[src/rtl/simt_mem_pkg.sv]
// Shared constants, lane types and arbiter state encoding for the SIMT lane memory arbiter.
package simt_mem_pkg;

    localparam int NUM_LANES = 4;
    localparam int BANK_BITS = 2;
    localparam int ADDR_W    = 14;
    localparam int DATA_W    = 32;

    typedef logic [ADDR_W-1:0] lane_addr_t;
    typedef logic [DATA_W-1:0] lane_data_t;
    typedef logic [1:0]        lane_idx_t;

    typedef enum logic [1:0] {IDLE, ISSUE, WAIT, RESP} arb_state_t;

endpackage

[src/rtl/bank_conflict_grant.sv]
// Combinational round grant: lowest pending lane per bank wins; with LANE_ARB_BROADCAST_EN,
// reads matching a lower granted read's address ride along on that lane's read data.
module bank_conflict_grant #(
    parameter int ADDR_W = simt_mem_pkg::ADDR_W
) (
    input  logic [3:0]             pending,
    input  logic [3:0][ADDR_W-1:0] addr,
    input  logic [3:0]             we,
    output logic [3:0]             grant
`ifdef LANE_ARB_BROADCAST_EN
    ,
    output logic [3:0]             bcast,
    output logic [3:0][1:0]        src
`endif
);
    import simt_mem_pkg::*;

    logic [(1<<BANK_BITS)-1:0] bank_used;
    logic [3:0]                hit;

    always_comb begin
        grant     = '0;
        bank_used = '0;
        hit       = '0;
`ifdef LANE_ARB_BROADCAST_EN
        src = {2'd3, 2'd2, 2'd1, 2'd0};
`endif
        for (int j = 0; j < NUM_LANES; j++) begin
            if (pending[j]) begin
`ifdef LANE_ARB_BROADCAST_EN
                for (int i = 0; i < NUM_LANES; i++) begin
                    if (i < j && !hit[j] && grant[i] && !we[i] && !we[j] && addr[i] == addr[j]) begin
                        hit[j] = 1'b1;
                        src[j] = lane_idx_t'(i);
                    end
                end
`endif
                if (!hit[j] && !bank_used[addr[j][BANK_BITS-1:0]]) begin
                    grant[j] = 1'b1;
                    bank_used[addr[j][BANK_BITS-1:0]] = 1'b1;
                end
            end
        end
    end

`ifdef LANE_ARB_BROADCAST_EN
    assign bcast = hit;
`else
    logic unused_addr_bits;
    assign unused_addr_bits = ^addr;
`endif

endmodule

[src/rtl/simt_lane_mem_arbiter.sv]
// Warp-wide request serializer in front of the 4-port banked SRAM; issues bank-disjoint lane sets
// per round and gathers read data into one response. Optional feature macro: LANE_ARB_BROADCAST_EN.
module simt_lane_mem_arbiter #(
    parameter int ADDR_W = simt_mem_pkg::ADDR_W,
    parameter int DATA_W = simt_mem_pkg::DATA_W
) (
    input  logic                   clk,
    input  logic                   reset,
    input  logic                   req_valid,
    output logic                   req_ready,
    input  logic [3:0]             req_mask,
    input  logic [3:0]             req_we,
    input  logic [3:0][ADDR_W-1:0] req_addr,
    input  logic [3:0][DATA_W-1:0] req_wd,
    output logic                   resp_valid,
    input  logic                   resp_ready,
    output logic [3:0][DATA_W-1:0] resp_rdata,
    output logic [3:0][ADDR_W-1:0] mem_addr,
    output logic [3:0]             mem_we,
    output logic [3:0][DATA_W-1:0] mem_wd,
    input  logic [3:0][DATA_W-1:0] mem_rd
);
    import simt_mem_pkg::*;

    arb_state_t             state, state_nxt;
    logic [3:0]             pending, lat_we, grant, issue_grant, retire, last_cap;
    logic [3:0][1:0]        src, last_src;
    logic [3:0][ADDR_W-1:0] lat_addr, held_addr;
    logic [3:0][DATA_W-1:0] lat_wd;
    logic                   accept;

    assign accept      = (state == IDLE) && req_valid;
    assign issue_grant = grant & {4{state == ISSUE}};

`ifdef LANE_ARB_BROADCAST_EN
    logic [3:0] bcast;
    bank_conflict_grant #(.ADDR_W(ADDR_W)) u_grant (
        .pending(pending), .addr(lat_addr), .we(lat_we), .grant(grant), .bcast(bcast), .src(src)
    );
    assign retire = issue_grant | (bcast & {4{state == ISSUE}});
`else
    bank_conflict_grant #(.ADDR_W(ADDR_W)) u_grant (
        .pending(pending), .addr(lat_addr), .we(lat_we), .grant(grant)
    );
    assign retire = issue_grant;
    assign src    = {2'd3, 2'd2, 2'd1, 2'd0};
`endif

    always_ff @(posedge clk or posedge reset) begin
        if (reset) state <= IDLE;
        else       state <= state_nxt;
    end

    always_comb begin
        state_nxt = state;
        case (state)
            // An empty request skips the issue rounds but still takes one cycle to respond.
            IDLE:  if (req_valid) state_nxt = (req_mask == 4'b0) ? WAIT : ISSUE;
            ISSUE: if ((pending & ~retire) == 4'b0) state_nxt = WAIT;
            WAIT:  state_nxt = RESP;
            RESP:  if (resp_ready) state_nxt = IDLE;
            default: state_nxt = IDLE;
        endcase
    end

    always_comb begin
        req_ready  = (state == IDLE);
        resp_valid = (state == RESP);
        for (int i = 0; i < NUM_LANES; i++) begin
            mem_addr[i] = issue_grant[i] ? lat_addr[i] : held_addr[i];
            mem_we[i]   = issue_grant[i] & lat_we[i];
            mem_wd[i]   = issue_grant[i] ? lat_wd[i] : '0;
        end
    end

    // NOTE: request payload registers carry no reset; they are only read after being loaded on accept.
    always_ff @(posedge clk) begin
        if (accept) begin
            lat_addr <= req_addr;
            lat_we   <= req_we;
            lat_wd   <= req_wd;
        end
    end

    // Read data for a round arrives one cycle after its issue edge, so capture lags by one edge.
    always_ff @(posedge clk or posedge reset) begin
        if (reset) begin
            pending    <= '0;
            last_cap   <= '0;
            last_src   <= '0;
            held_addr  <= '0;
            resp_rdata <= '0;
        end else begin
            if (accept) begin
                pending    <= req_mask;
                last_cap   <= '0;
                resp_rdata <= '0;
            end
            if (state == ISSUE) begin
                pending  <= pending & ~retire;
                last_cap <= retire & ~lat_we;
                last_src <= src;
                for (int i = 0; i < NUM_LANES; i++)
                    if (issue_grant[i]) held_addr[i] <= lat_addr[i];
            end
            if (state == WAIT) last_cap <= '0;
            if (state == ISSUE || state == WAIT) begin
                for (int i = 0; i < NUM_LANES; i++)
                    if (last_cap[i]) resp_rdata[i] <= mem_rd[last_src[i]];
            end
        end
    end

endmodule

[config.mk]
export PLATFORM = sky130hd
export DESIGN_NAME = simt_lane_mem_arbiter
export DESIGN_NICKNAME = d
export VERILOG_FILES = /design/src/rtl/simt_mem_pkg.sv /design/src/rtl/bank_conflict_grant.sv /design/src/rtl/simt_lane_mem_arbiter.sv
export SDC_FILE = /design/constraint.sdc
export NUM_CORES = 1
export LEC_CHECK = 0
export CAP_MARGIN = 20
export CORE_AREA = 5 5 246 248
export DETAILED_ROUTE_END_ITERATION = 10
export DIE_AREA = 0 0 251 253
export PLACE_DENSITY = 0.61
export SETUP_SLACK_MARGIN = 0.02
export SYNTH_ARGS = -nofsm -noshare
export SYNTH_HDL_FRONTEND = slang
export SYNTH_SLANG_ARGS = --single-unit
[constraint.sdc]
create_clock -name clk -period 9.3 [get_ports clk]
set_input_delay 2.79 -clock clk [delete_from_list [all_inputs] [get_ports clk]]
set_output_delay 2.79 -clock clk [all_outputs]
set_load 0.02 [all_outputs]
After elaboration in Yosys (flattened, before gate mapping)
Index checks and enable logic that the tools add are counted.
- register bits after elaboration: 384
- bits of input ports: 324
- output and inout port bits: 318
- logic and storage cells: 118
- order comparisons: 10
- eq/ne operators: 6
- mux-type cells: 58
- bitwise gates (word level): 11
- reduce and logical (&&, ||, !) cells: 11
- operators with widths (operator ; count):
    32-bit 2-to-1 mux ; 13
    128-bit 2-to-1 mux ; 2
    32-bit binary-select mux with 2-bit select ; 1
    14-bit 2-to-1 mux ; 4
    4-bit 2-to-1 mux ; 11
    2-bit by 3-bit < comparator with 1-bit output, second input constant ; 6
    1-bit 2-to-1 mux ; 15
    4-bit AND ; 3
    1-bit binary-select mux with 2-bit select ; 4
    4-bit logical NOT ; 2
    2-bit 2-to-1 mux ; 4
    4-bit NOT ; 2
    4-bit bitwise OR ; 2
    2-bit one-hot mux with 4 select lines ; 1
    1-bit demux with 2-bit select ; 3
    2-bit by 1-bit greater-or-equal comparator with 1-bit output, second input constant ; 3
    1-bit AND ; 4
    2-bit equality test, second input constant ; 2
    1-bit logical AND ; 4
    2-bit by 1-bit != test with 1-bit output, second input constant ; 2
    1-bit by 3-bit < comparator with 1-bit output, second input constant ; 1
    3-bit AND reduction ; 1
    3-bit nonzero test ; 1
    2-bit by 1-bit equality test with 1-bit output, second input constant ; 1
    4 further kinds ; 4

Depth between registers and ports, before layout
- depth after elaboration: 24
- depth in mapped cells: 10
- depth with buffers taken out: 8

Hierarchy
A second synthesis with hierarchy kept.
- cells, all modules: 1147
- area total of the unflattened synthesis: 15351.0 µm²
- by module, submodules not included (module ; times used ; cells an instance ; area each (µm²) ; sequential area each (µm²)):
    simt_lane_mem_arbiter ; 1 ; 1118 ; 15164.5 ; 10525.1
    bank_conflict_grant ; 1 ; 29 ; 186.4 ; 0.0

Least setup slack after synthesis
Ideal clock, no wire load.
- path type: input-to-reg
- start: in req_valid
- end: reg resp_rdata[10] (netlist bit)
- setup time: 121 ps
- data arrival time: 5849 ps
- data required time: 9179 ps
- setup slack: 3330 ps
- stages on the path: 5
- buffers on the path: 1
- path through: nand2_1 inv_2 nor2_1 clkbuf_1 a22o_1
- longest elaborated chain between the ends: 4
- ends and longest elaborated chain (what ; line ; text):
    from (decl) ; simt_lane_mem_arbiter.sv:9 ; input logic req_valid,
    1-bit logical AND (*) ; simt_lane_mem_arbiter.sv:32 ; assign accept = (state == IDLE) && req_valid;
    net accept ; simt_lane_mem_arbiter.sv:30 ; logic accept;
    128-bit 2-to-1 mux (*) ; simt_lane_mem_arbiter.sv:94 ; if (accept) begin
    32-bit 2-to-1 mux ; simt_lane_mem_arbiter.sv:109 ; if (last_cap[i]) resp_rdata[i] <= mem_rd[last_src[i]];
    128-bit 2-to-1 mux (*) ; simt_lane_mem_arbiter.sv:107 ; if (state == ISSUE || state == WAIT) begin
    to (signal, indexed assignment) ; simt_lane_mem_arbiter.sv:109 ;
    to (decl) ; simt_lane_mem_arbiter.sv:17 ; output logic [3:0][DATA_W-1:0] resp_rdata,
Mark *: on every way through the listed nets, which the timed path passes. The rest lies on a longest branch.
A chain may end at the register's enable or synchronous reset.

==> reports/results.txt <==
Vias = 11800
Status = finished clean
Die width = 251 µm
Placer congestion estimate = 0.892
Synth Warn # = 0
M3 GR Usage = 4.89%
Tcrit/Tclk final = 72.8%
Post-synth EDFFs = 188
Sequential element share of the synthesized area = 68.3%
Antenna violations before repair = 0
Gate Count Post-Synth = 1159
Htree depth = 2
Bufs and invs on worst path = 3
Largest net degree at the start of global routing = 131
# DRC = 0
Worst setup EP type = output port
Max stage delay on crit path = 0.64 ns
Slew headroom = 32.4%
Pleak = 9.34 nW
CTS tree = done
Gr ovfl total = 0
Setup repair bufs after CTS = 0
Top_reg_cell synth = dfrtp_1
WP data arrival = 3.98 ns
Final Skew = 0.0233 ns
Worst Setup Start Kind = register
1st-iter DRT viols = 610
Largest delay share family, worst path = buffers and inverters
Post-Syn Area = 0.0154 mm²
Clock transition at path regs = 0.06 ns
Clock latency on the worst-skew pair = 0.57 ns
Setup TNS = 0 ns
Synth Area per Inst = 13.3 µm²
Drt first pass iters = 4
Post-Route WL = 54000 µm
M2 GR Usage = 27.6%
Core Area = 0.0582 mm²
CTS Hold Bufs = 0
Number of synthesized register bits = 383
Layout cells sized above 1 = 11.1%
Fin crit period = 6.77 ns
GRT Util Overall = 16.0%
Total CTS buffers = 43
Placed cell count = 2508
Pwr/cell area = 298 mW/mm²
Vias in the first global route = 12400
Die area = 0.0635 mm²
Setup Viol. Count Final = 0
CP Max Fanout = 46
Pins Over Slew Limit = 0
Hold Path Class = reg2reg
Port buffer count = 641
Tot Pwr = 0.00718 W
I/O pin cnt = 642
Area delta synth->final = 56.1%
Met1 Resource Use GR = 19.8%
DP HPWL = 38800 µm
Synth async-reset ratio = 50.9%
Post-DP Area = 0.0227 mm²
Worst Max-Slew Pin Slew = 1.01 ns
Wire per inst = 20.8 µm
RSZ-0062 raised after global routing = false
Max Root-Sink Buffers = 3
Fmax = 148 MHz
Required @ worst endpoint = 6.51 ns
Routed Antenna Nets = 0
Hold WS = 0.479 ns
Peak supply drop = 0.000222 V
Net count of the finished layout = 2109
CP Class = reg2out
Cts repair resizes = 0
Busiest layer in global routing = met2
Diode count = 0
Clock Sink Count = 383
Root Buffer = clkbuf_16
Starting Density = 26.5%
Via-to-Cell Ratio = 4.54
Die Ht = 253 µm
Crit-path slowest cell = o21ai_4
Synth Net Count = 1487
Final hold violation count = 0
# rows = 89
Unique cell type count in the Yosys netlist = 44
CP Cell Sequence = inv_1, ha_1, buf_4, nand2_1, o21ai_4, and2_4, mux2_2, clkdlybuf4s50_1
First-pass GRT wire length = 78700 µm
Final std cells w/o fill = 2589
Finished Cell Area = 0.0241 mm²
Max-cap violation count = 0
## cell usage after synthesis (all sizes together) (2+ instances only)
| library cell | n | area, µm² |
|---|---|---|
| ha | 4 | 50.1 |
| nand3b | 3 | 22.5 |
| edfxtp | 188 | 5650 |
| and2 | 69 | 434 |
| mux2i | 3 | 30.0 |
| a22o | 32 | 280 |
| and3 | 68 | 425 |
| o22ai | 2 | 12.5 |
| nand3 | 3 | 15.0 |
| dfrtp | 195 | 4880 |
| buf | 19 | 129 |
| and3b | 3 | 26.3 |
| nand4 | 3 | 18.8 |
| a41oi | 2 | 17.5 |
| a31oi | 3 | 18.8 |
| a21oi | 102 | 510 |
| o21ai | 101 | 517 |
| clkbuf | 61 | 229 |
| nand2 | 115 | 434 |
| nor2 | 8 | 30.0 |
| inv | 13 | 48.8 |
| or3b | 2 | 17.5 |
| mux2 | 111 | 1280 |
| xnor2 | 4 | 35.0 |
| nor2b | 33 | 206 |
| a32oi | 3 | 26.3 |
## worst register-to-register path: stages (launching register included)
cell and delay (ns):
dfrtp_1 0.40, inv_1 0.13, ha_1 0.33, nand2_1 0.30, inv_8 0.69, buf_4 1.00
## through the flow
step | setup WS, ns | utilization, %
final | 2.53 | 41.3
after global placement | 3.08 | 38.8
after detailed placement | 3.11 | 38.9
after floorplan | 1.20 | -
after CTS | 2.44 | 41.3
after global routing | 2.27 | 41.3
## routing by layer
metal	vias to the layer above	wire length [µm]	part of all wire, %
met5	-	0	0
met4	0	1040	1.9
met3	69	4350	8.1
met2	479	26600	49
met1	5806	22000	41
li1	5404	-	-
## placed cells by master, fill, tap and decap left out, types with 4 or more instances in the layout
| cell | instances |
|---|---|
| mux2_2 | 104 |
| clkbuf_1 | 18 |
| edfxtp_1 | 188 |
| a22o_1 | 32 |
| clkdlybuf4s50_1 | 641 |
| clkbuf_8 | 5 |
| clkbuf_16 | 44 |
| a21oi_1 | 99 |
| xnor2_1 | 4 |
| ha_1 | 4 |
| clkinv_2 | 5 |
| and2_1 | 67 |
| inv_1 | 11 |
| clkinv_1 | 4 |
| o21ai_0 | 100 |
| dfrtp_1 | 194 |
| nand2_1 | 114 |
| mux2_4 | 7 |
| nor2_1 | 6 |
| buf_4 | 12 |
| and3_1 | 68 |
| nor2b_1 | 33 |
## area by class of cell
| type | instances | area, µm² |
|---|---|---|
| fill | 5443 | 34200 |
| sequential | 383 | 10500 |
| timing repair buffer | 657 | 6590 |
| multi-input combinational | 683 | 4540 |
| clock buffer | 67 | 1240 |
| tap | 773 | 967 |
| clock inverter | 13 | 125 |
| inverter | 13 | 63.8 |
## path summary, 6_finish.rpt
kind                                start             end  slack, ns  cells after the start
min                        resp_rdata[90]  resp_rdata[90]       0.48                      2
max                              state[1]    mem_addr[42]       2.53                      8
max reg2reg                      state[0]      lat_wd[42]       5.99                      5
min reg2reg                resp_rdata[90]  resp_rdata[90]       0.48                      2
max in group asynchronous           reset   held_addr[16]       5.11                      3
min in group asynchronous           reset  resp_rdata[29]       2.74                      2
## kinds of logic (layout without fill, tap and decap cells)
group	count (synthesis)	in the layout	synth area share [%]
AO/OA/AOI/OAI	251	251	9.37
flip-flops	383	383	68.3
buffers and inverters	93	750	2.64
XOR/XNOR	4	4	0.227
AND/OR/NAND/NOR	310	310	10.7
multiplexers	114	114	8.47
adder cells (fa/ha/maj)	4	4	0.325
## power by group
part           internal [W]  leakage (nW)  switching (W)
Clock              0.000971         0.665       0.000688
Combinational       0.00138          4.38        0.00158
Sequential          0.00231          4.30       0.000253
## flip-flops by register name, summed over array words and instances, names as in the netlist
signal	cells
pending	4
lat_we	4
resp_rdata	128
last_src	1
state	2
last_cap	4
lat_wd	128
held_addr	56
lat_addr	56
(Power assumes the default switching activity.)
